==> config.mk <==
export PLATFORM = sky130hd
export DESIGN_NAME = keypad_scan_sequencer
export DESIGN_NICKNAME = d
export VERILOG_FILES = /design/src/rtl/keypad_pkg.sv /design/src/rtl/key_event_fifo.sv /design/src/rtl/keypad_scan_sequencer.sv
export SDC_FILE = /design/constraint.sdc
export NUM_CORES = 1
export LEC_CHECK = 0
export CORE_UTILIZATION = 40
export CTS_CLUSTER_DIAMETER = 30
export CTS_CLUSTER_SIZE = 12
export DETAILED_ROUTE_END_ITERATION = 6
export HOLD_SLACK_MARGIN = 0.06
export PLACE_DENSITY = 0.62
export RECOVER_POWER = 25
export SLEW_MARGIN = 20
export SYNTH_ARGS = -nofsm -noshare
export SYNTH_HDL_FRONTEND = slang
export SYNTH_SLANG_ARGS = --single-unit
==> constraint.sdc <==
create_clock -name clk -period 14.3 [get_ports clk]
set_clock_uncertainty 0.2 [all_clocks]
set_input_delay 2.86 -clock clk [delete_from_list [all_inputs] [get_ports clk]]
set_output_delay 2.86 -clock clk [all_outputs]
set_load 0.01 [all_outputs]
==> src/rtl/keypad_pkg.sv <==
// Shared constants, scan state encoding and key-position helpers for the
// 3x3 keypad scan sequencer and its event FIFO.
package keypad_pkg;

  localparam int NUM_ROWS = 3;
  localparam int NUM_COLS = 3;
  localparam int NUM_KEYS = 9;
  localparam int POS_W    = 4;

  typedef enum logic [1:0] {
    ST_IDLE   = 2'd0,
    ST_DRIVE  = 2'd1,
    ST_SAMPLE = 2'd2,
    ST_EVAL   = 2'd3
  } scan_state_t;

  // Position of the key at (row, column): 3*row + column.
  function automatic logic [POS_W-1:0] key_pos(input logic [1:0] row_idx,
                                               input logic [1:0] col_idx);
    return ({2'b00, row_idx} * 4'd3) + {2'b00, col_idx};
  endfunction

  // Number of keys down in a frame.
  function automatic logic [3:0] key_count(input logic [NUM_KEYS-1:0] keys);
    logic [3:0] cnt;
    cnt = 4'd0;
    for (int i = 0; i < NUM_KEYS; i++) begin
      cnt = cnt + {3'b000, keys[i]};
    end
    return cnt;
  endfunction

  // Position of the lowest key down; only meaningful for single-key frames.
  function automatic logic [POS_W-1:0] key_index(input logic [NUM_KEYS-1:0] keys);
    logic [POS_W-1:0] idx;
    idx = 4'd0;
    for (int i = NUM_KEYS - 1; i >= 0; i--) begin
      if (keys[i]) begin
        idx = POS_W'(i);
      end else begin
        idx = idx;
      end
    end
    return idx;
  endfunction

endpackage

==> src/rtl/key_event_fifo.sv <==
// Small circular FIFO holding key position events until the game logic
// pops them. A push into a full FIFO only succeeds if a pop happens in
// the same cycle; pops on an empty FIFO are ignored.
module key_event_fifo
  import keypad_pkg::*;
#(
  parameter int DEPTH  = 4,
  parameter int DATA_W = POS_W
) (
  input  logic              clk,
  input  logic              reset,
  input  logic              push,
  input  logic [DATA_W-1:0] push_data,
  input  logic              pop,
  output logic              valid,
  output logic [DATA_W-1:0] head,
  output logic              full
);

  localparam int PTR_W = $clog2(DEPTH);
  localparam int CNT_W = PTR_W + 1;

  logic [DATA_W-1:0] mem_r [DEPTH];
  logic [PTR_W-1:0]  wr_ptr_r;
  logic [PTR_W-1:0]  rd_ptr_r;
  logic [CNT_W-1:0]  count_r;
  logic              pop_ok_s;
  logic              push_ok_s;

  assign pop_ok_s  = pop && (count_r != {CNT_W{1'b0}});
  assign push_ok_s = push && ((count_r != CNT_W'(DEPTH)) || pop_ok_s);

  // Storage, pointers and occupancy update.
  always_ff @(posedge clk or negedge reset) begin
    if (!reset) begin
      for (int i = 0; i < DEPTH; i++) begin
        mem_r[i] <= {DATA_W{1'b0}};
      end
      wr_ptr_r <= {PTR_W{1'b0}};
      rd_ptr_r <= {PTR_W{1'b0}};
      count_r  <= {CNT_W{1'b0}};
    end else begin
      if (push_ok_s) begin
        mem_r[wr_ptr_r] <= push_data;
        wr_ptr_r        <= wr_ptr_r + PTR_W'(1);
      end
      if (pop_ok_s) begin
        rd_ptr_r <= rd_ptr_r + PTR_W'(1);
      end
      case ({push_ok_s, pop_ok_s})
        2'b10:   count_r <= count_r + CNT_W'(1);
        2'b01:   count_r <= count_r - CNT_W'(1);
        default: count_r <= count_r;
      endcase
    end
  end

  assign valid = (count_r != {CNT_W{1'b0}});
  assign full  = (count_r == CNT_W'(DEPTH));
  assign head  = mem_r[rd_ptr_r];

endmodule

==> src/rtl/keypad_scan_sequencer.sv <==
// Scans a 3x3 active-low keypad one column at a time, debounces each full
// 9-key frame and queues single-key presses as position events (0-8).
module keypad_scan_sequencer
  import keypad_pkg::*;
#(
  parameter int SCAN_DIV       = 50000,
  parameter int DEBOUNCE_SCANS = 4,
  parameter int FIFO_DEPTH     = 4
) (
  input  logic             clk,
  input  logic             reset,
  input  logic             enable,
  input  logic [2:0]       row,
  output logic [2:0]       column,
  output logic             key_valid,
  output logic [POS_W-1:0] key_position,
  input  logic             key_ready,
  output logic             key_held,
  output logic             overflow,
  input  logic             clear_overflow
);

  localparam int SLOT_W = $clog2(SCAN_DIV);
  localparam logic [SLOT_W-1:0] SLOT_LAST = SLOT_W'(SCAN_DIV - 2);
  localparam logic [3:0]        DEB_MAX   = 4'(DEBOUNCE_SCANS);

  scan_state_t          state_r;
  scan_state_t          state_next_s;
  logic [1:0]           col_r;
  logic [1:0]           col_next_s;
  logic [SLOT_W-1:0]    slot_r;
  logic [SLOT_W-1:0]    slot_next_s;
  logic [2:0]           column_r;
  logic [2:0]           column_next_s;

  logic [NUM_KEYS-1:0]  frame_r;
  logic [NUM_KEYS-1:0]  frame_next_s;
  logic [NUM_KEYS-1:0]  prev_frame_r;
  logic [NUM_KEYS-1:0]  accepted_r;
  logic [3:0]           stable_cnt_r;
  logic [3:0]           cnt_eval_s;
  logic                 accept_s;
  logic                 event_s;
  logic [POS_W-1:0]     event_pos_s;
  logic                 key_held_r;
  logic                 overflow_r;
  logic                 drop_s;

  logic                 fifo_valid_s;
  logic                 fifo_full_s;
  logic [POS_W-1:0]     fifo_head_s;

  // Scan state, column index, slot counter and column strobes.
  always_ff @(posedge clk or negedge reset) begin
    if (!reset) begin
      state_r  <= ST_IDLE;
      col_r    <= 2'd0;
      slot_r   <= {SLOT_W{1'b0}};
      column_r <= 3'b111;
    end else begin
      state_r  <= state_next_s;
      col_r    <= col_next_s;
      slot_r   <= slot_next_s;
      column_r <= column_next_s;
    end
  end

  // Next scan state; dropping enable abandons the frame at once.
  always_comb begin
    state_next_s = state_r;
    case (state_r)
      ST_IDLE: begin
        if (enable) state_next_s = ST_DRIVE;
        else        state_next_s = ST_IDLE;
      end
      ST_DRIVE: begin
        if (!enable)                 state_next_s = ST_IDLE;
        else if (slot_r == SLOT_LAST) state_next_s = ST_SAMPLE;
        else                         state_next_s = ST_DRIVE;
      end
      ST_SAMPLE: begin
        if (!enable)            state_next_s = ST_IDLE;
        else if (col_r == 2'd2) state_next_s = ST_EVAL;
        else                    state_next_s = ST_DRIVE;
      end
      ST_EVAL: begin
        if (enable) state_next_s = ST_DRIVE;
        else        state_next_s = ST_IDLE;
      end
      default: state_next_s = ST_IDLE;
    endcase
  end

  // Column index and settle-slot counter for the next cycle.
  always_comb begin
    col_next_s  = 2'd0;
    slot_next_s = {SLOT_W{1'b0}};
    case (state_r)
      ST_DRIVE: begin
        if (state_next_s == ST_DRIVE) begin
          col_next_s  = col_r;
          slot_next_s = slot_r + SLOT_W'(1);
        end else if (state_next_s == ST_SAMPLE) begin
          col_next_s  = col_r;
          slot_next_s = {SLOT_W{1'b0}};
        end else begin
          col_next_s  = 2'd0;
          slot_next_s = {SLOT_W{1'b0}};
        end
      end
      ST_SAMPLE: begin
        if (state_next_s == ST_DRIVE) col_next_s = col_r + 2'd1;
        else                          col_next_s = 2'd0;
      end
      default: begin
        col_next_s  = 2'd0;
        slot_next_s = {SLOT_W{1'b0}};
      end
    endcase
  end

  // Column strobes decoded from the upcoming state so they come out of a flop.
  always_comb begin
    column_next_s = 3'b111;
    if ((state_next_s == ST_DRIVE) || (state_next_s == ST_SAMPLE)) begin
      case (col_next_s)
        2'd0:    column_next_s = 3'b110;
        2'd1:    column_next_s = 3'b101;
        2'd2:    column_next_s = 3'b011;
        default: column_next_s = 3'b111;
      endcase
    end else begin
      column_next_s = 3'b111;
    end
  end

  // Frame with the current column's rows merged in (rows are active-low).
  always_comb begin
    frame_next_s = frame_r;
    for (int r = 0; r < NUM_ROWS; r++) begin
      frame_next_s[key_pos(2'(r), col_r)] = ~row[r];
    end
  end

  // Debounce decision for the frame just completed.
  always_comb begin
    if (frame_r == prev_frame_r) begin
      if (stable_cnt_r >= DEB_MAX) cnt_eval_s = DEB_MAX;
      else                         cnt_eval_s = stable_cnt_r + 4'd1;
    end else begin
      cnt_eval_s = 4'd1;
    end
    accept_s    = (state_r == ST_EVAL) && (cnt_eval_s == DEB_MAX) &&
                  (frame_r != accepted_r);
    event_s     = accept_s && (key_count(frame_r) == 4'd1) &&
                  ((frame_r & ~accepted_r) != 9'd0);
    event_pos_s = key_index(frame_r);
    drop_s      = event_s && fifo_full_s && !(fifo_valid_s && key_ready);
  end

  // Frame capture, stability counting and accepted key state.
  always_ff @(posedge clk or negedge reset) begin
    if (!reset) begin
      frame_r      <= 9'd0;
      prev_frame_r <= 9'd0;
      accepted_r   <= 9'd0;
      stable_cnt_r <= 4'd0;
      key_held_r   <= 1'b0;
    end else begin
      if (state_r == ST_SAMPLE) begin
        frame_r <= frame_next_s;
      end
      if (state_r == ST_EVAL) begin
        prev_frame_r <= frame_r;
        stable_cnt_r <= cnt_eval_s;
        if (accept_s) begin
          accepted_r <= frame_r;
          key_held_r <= |frame_r;
        end
      end else if (((state_r == ST_DRIVE) || (state_r == ST_SAMPLE)) && !enable) begin
        stable_cnt_r <= 4'd0;
      end
    end
  end

  // Sticky overflow; a drop in the same cycle as a clear keeps it set.
  always_ff @(posedge clk or negedge reset) begin
    if (!reset) begin
      overflow_r <= 1'b0;
    end else if (drop_s) begin
      overflow_r <= 1'b1;
    end else if (clear_overflow) begin
      overflow_r <= 1'b0;
    end
  end

  key_event_fifo #(
    .DEPTH  (FIFO_DEPTH),
    .DATA_W (POS_W)
  ) u_fifo (
    .clk       (clk),
    .reset     (reset),
    .push      (event_s),
    .push_data (event_pos_s),
    .pop       (key_ready),
    .valid     (fifo_valid_s),
    .head      (fifo_head_s),
    .full      (fifo_full_s)
  );

  assign column       = column_r;
  assign key_valid    = fifo_valid_s;
  assign key_position = fifo_head_s;
  assign key_held     = key_held_r;
  assign overflow     = overflow_r;

endmodule

# After elaboration in Yosys (flattened, before gate mapping)

Cells that the tools add are included.

Output and inout bits: 10
Logic and storage cells: 141
Input port bits: 8
Register bits: 79
Memories: 0
Bits in writable memories: 0
Memory bits (read-only): 0
Latch bits: 0

Bitwise gates (word level): 7
Magnitude comparators: 10
Divide/modulo/power cells: 0
Shifts and indexed selects: 0
Mux-type cells: 45
$add $sub $neg: 17
Equality and inequality tests: 17
Reduce and logical (&&, ||, !) cells: 28
$mul: 0

Operator list:

| cell                    | number |
|---|---|
| $mux W4                 | 16 |
| $mux W16                | 2 |
| $bwmux W9               | 3 |
| $add A4 B1 Y4           | 5 |
| $add A16 B1 Y16 const B | 1 |
| $bwmux W16              | 1 |
| $eq A16 B16 Y1 const B  | 1 |
| $mux W2                 | 7 |
| $logic_and A1 B1 Y1     | 13 |
| $eq A2 B2 Y1 const B    | 6 |
| $and A9 B9 Y9           | 1 |
| $eq A9 B9 Y1            | 1 |
| $ne A9 B9 Y1            | 1 |
| $not A9 Y9              | 1 |
| $pmux W3 S3             | 1 |
| $reduce_bool A9 Y1      | 1 |
| $reduce_or A9 Y1        | 1 |
| $bmux W4 S2             | 1 |
| $demux W1 S4            | 2 |
| $demux W4 S2            | 1 |
| $eq A2 B1 Y1 const B    | 4 |
| $add A2 B1 Y2 const B   | 3 |
| $ge A3 B3 Y1 const B    | 2 |
| $mux W1                 | 6 |
| 34 further kinds        | 43 |

# Depth between registers and ports, before layout

Depth after elaboration: 14
Gate-level depth with buffers: 19
Depth with buffers taken out: 18

# Hierarchy

From an unflattened synthesis, not the netlist that was laid out.

Cells, all modules: 409
Area, all modules: 4404.2 um^2

By module, submodules not included:

| module                | area an instance (um^2) | sequential area each (um^2) | times used | cells an instance |
|---|---|---|---|---|
| keypad_scan_sequencer | 3203.1                  | 1405.1                      | 1          | 316 |
| key_event_fifo        | 1201.2                  | 575.6                       | 1          | 93 |

# Least setup slack after synthesis

OpenSTA, ideal clock, no wires.

Kind: flip-flop to flip-flop
From: register frame_r[0]
To: register u_fifo.count_r[2]
Clock period less this slack: 4.816 ns
Buffers on the path: 1
Stages on the path, launching flop included: 20
Setup time: 0.079 ns
Path slack: 9.484 ns
Data required time: 14.021 ns
Data arrival time: 4.537 ns
Cells stage by stage: dfrtp_1 -> clkbuf_1 -> inv_1 -> fa_1 -> fa_1 -> fa_1 -> inv_1 -> fa_1 -> inv_1 -> fa_1 -> and4b_2 -> a21oi_1 -> a311oi_1 -> nand3_1 -> ha_1 -> inv_1 -> fa_1 -> xor2_1 -> nor2_1 -> xor2_1

Cells in the longest elaborated chain, start to end: 14
Elaborated cells between the ends (all ways): 24
Those cells by class: 8 x add/sub; 6 x eq/ne; 2 x mux; 1 x bitwise; 7 x reduce/logical

Ends and longest elaborated chain:

| what                                              | RTL line                     | source |
|---|---|---|
| start: declaration                                | keypad_scan_sequencer.sv:36  | `logic [NUM_KEYS-1:0] frame_r;` |
| start signal: assignment                          | keypad_scan_sequencer.sv:171 | `frame_r <= frame_next_s;` |
| $add A1 B1 Y2                                     | keypad_pkg.sv:28             | `cnt = cnt + {3'b000, keys[i]};` |
| $add A2 B1 Y3                                     | keypad_pkg.sv:28             |  |
| $add A3 B1 Y4                                     | keypad_pkg.sv:28             |  |
| $add A4 B1 Y4 (5 in series)                       | keypad_pkg.sv:28             |  |
| $eq A4 B1 Y1                                      | keypad_scan_sequencer.sv:155 | `event_s = accept_s && (key_count(frame_r) == 4'd1) &&` |
| $logic_and A1 B1 Y1                               | keypad_scan_sequencer.sv:155 |  |
| $logic_and A1 B1 Y1 *                             | keypad_scan_sequencer.sv:155 |  |
| $logic_and A1 B1 Y1 *                             | key_event_fifo.sv:31         | `assign push_ok_s = push && ((count_r != CNT_W'(DEPTH)) \|\| pop_ok_s);` |
| $eq A2 B1 Y1 or $eq A2 B2 Y1 (tied branches)      | key_event_fifo.sv:50         | `case ({push_ok_s, pop_ok_s})` |
| $pmux W3 S2 or $reduce_bool A2 Y1 (tied branches) | -                            |  |
| end signal: assignment                            | key_event_fifo.sv:51         | `2'b10: count_r <= count_r + CNT_W'(1);` |
| end signal: assignment                            | key_event_fifo.sv:52         | `2'b01: count_r <= count_r - CNT_W'(1);` |
| end signal: assignment                            | key_event_fifo.sv:53         | `default: count_r <= count_r;` |
| end: declaration                                  | key_event_fifo.sv:26         | `logic [CNT_W-1:0] count_r;` |

Mark *: on every way between the ends. The rest lies on a longest branch, timed or not.
A chain may end at the register's enable or synchronous reset.

==> flow_summary.ini <==
[cells_and_area]
utilization_pct = 46.7
syn_to_final_growth_pct = 12.5
multi_input_area_mm2 = 0.00214
antennaDiodeCount = 0
nets = 463
fill_cells = 966
drive_gt1_share_pct = 13.2
finalNonFillerCells = 559
design_area_mm2 = 0.00484
regArea_mm2 = 0.00198

[critical_path]
crit_arrival_ps = 5820
cp_top_family = buffers and inverters
worstSetupStartpoint = reset
timing.rr.start = frame_r[0]
critPathSlowestCell = clkbuf_1
cp.depth = 1
cp_max_fo = 79
cp_num_buf_inv = 1
setup.worst_path.start_class = input port
path_class = input port to asynchronous set/reset pin
path_cells = clkbuf_1
critPathMaxStageDelay_ps = 2900
critical_path_required_ps = 13580
end_kind = asynchronous set/reset pin
r2r_cells = 18

[cts]
clockRootBuffer = clkbuf_8
htree_levels = 3
cts_sinks = 79
clockBufferDepth = 2
clk_latency_ps = 350
numCtsBuffers = 9
cts_resized = 0
cts_tree = yes
post-cts-setup-buffers = 0
clk_pin_slew_ps = 80
hold_buffers = 0

[logic_synthesis]
synth.top_cell.area_share_pct = 44.2
syn_avg_cell_area_um2 = 10.9
yosysSeqAreaShare_pct = 46.1
ys_async_sr_fraction_pct = 100
ys_seq_elements = 79
synth_top_area_cell = dfrtp_1
yosys_warnings = 0
synth_area_mm2 = 0.00430
synth_cells = 396
syn_nets = 441
synth_cell_types = 47
synth_common_cells = 76 x dfrtp_1, 38 x inv_1, 36 x nand2_1, 31 x ha_1, 29 x nor2_1
yosysMostFrequentCell = dfrtp_1
synth_ff_type = dfrtp_1
synth_edf_count = 0
netlist_top_cells_area = dfrtp_1 44%, ha_1 9.0%, mux2_2 7.1%, xnor2_1 3.5%, inv_1 3.3%

[floorplanning]
die_x_um = 106
io_pins = 18
rows = 37
fp.dieArea_mm2 = 0.0112
initial_utilization_pct = 41.5
core_mm2 = 0.0104
die_height_um = 106

[power]
power.total_uw = 438
powerDensity_mw_per_mm2 = 90.6
vdd_drop_max_mv = 0.0570
cellLeakagePower_nw = 2.23

[routing]
wl_per_cell_um = 14.5
drt_wl_total_um = 8110
drc = 0
dr_total_vias = 2826
initialDrtViolationCount = 85
ant_nets = 0
via_per_inst = 5.06
firstDrtPassIters = 4

[placed_design]
io_buffers = 17
hpwl_um = 5720
placedInstanceArea_mm2 = 0.00460
dp_cells = 543
routabilityCongestion = 0.787
dp_slack_ps = 8980

[sta]
setup_violations = 0
fin_crit_sh_pct = 45.8
worstMarginPinSlew_ps = 4220
fin_hold_ws_ps = 285
period_minus_slack_ps = 6550
rsz0062_at_grt = false
timing.fmax_mhz = 153
hold_viol_final = 0
layout_setup_ws_ps = 7750
maxSlewViolCount = 80
maxSlewHeadroom_pct = -181
setup_tns_ps = 0

[min_path]
hp-class = flip-flop to flip-flop
min_path_cells = 1
hp-start = slot_r[0]

[grt]
antenna_found_initial = 0
grtUsageTotal_pct = 16.3
grt.overflow.total = 0
grt_start_max_net_pins = 80
grt_pass1_vias = 2951
grt_pass1_wl_um = 14400

[outcome]
status = finished, violations left
violations = capacitance limit, slew limit

[run]
drv_cap = 1
[state kept, by name, summed over array words and instances, names as in the netlist]
name and flops:
column 3, col_r 2, u_fifo.count_r 3, prev_frame_r 9, frame_r 9, slot_r 16
u_fifo.wr_ptr_r 2, state_r 2, overflow 1, key_held 1, stable_cnt_r 4, u_fifo.rd_ptr_r 2
u_fifo.mem_r 16, accepted_r 9
[kinds of logic after synthesis]
logic type,after synthesis,share of synthesized area [%]
and+or+nand+nor,129,15.6
DFF,79,46.1
buffers and inverters,44,4.10
muxes,41,11.6
AOI/OAI and AO/OA,39,5.18
adders and majority gates,37,11.8
xor gates and xnor gates,27,5.68
[cell usage in the layout (no fill, tap or decap), types with 5 or more instances in the layout]
cell	count
mux2_2	27
clkdlybuf4s50_1	16
nor3_1	10
nand4_1	9
nor2_1	29
mux2i_1	8
nor4_1	5
xor2_1	9
xnor2_1	17
fa_1	6
nand3_1	11
dfrtp_1	76
clkbuf_8	9
nor2b_1	5
ha_1	31
inv_1	38
nand2_1	36
o21ai_0	18
a21oi_1	12
[per-layer routing]
layer | up-vias | GRT usage [%] | share of wire [%]
met5 | - | 0 | 0
li1 | 1403 | - | -
met4 | 0 | 3.57 | 1.0
met3 | 11 | 4.08 | 2.7
met1 | 1380 | 21.6 | 48
met2 | 32 | 26.8 | 49
[final cells by class]
| type | instances | area share [%] |
|---|---|---|
| multi-input cells | 273 | 44.2 |
| flip-flops and latches | 79 | 40.9 |
| well taps | 136 | 3.52 |
| repair buffers | 17 | 3.39 |
| inverters | 38 | 2.95 |
| clock buffers | 9 | 2.56 |
| clock inverters | 7 | 2.48 |
[power breakdown]
group / switching [mW] / internal (mW)
registers: 0.000458 / 0.224
clock network: 0.0852 / 0.117
logic: 0.00857 / 0.00347
[worst paths after layout]
kind	to	slack, ps
max reg2reg	u_fifo.count_r[2]	9150
min	slot_r[0]	290
min in group asynchronous	accepted_r[7]	3780
max in group clk	u_fifo.count_r[2]	9150
min reg2reg	slot_r[0]	290
max	frame_r[6]	7750
(Power assumes the default switching activity.)
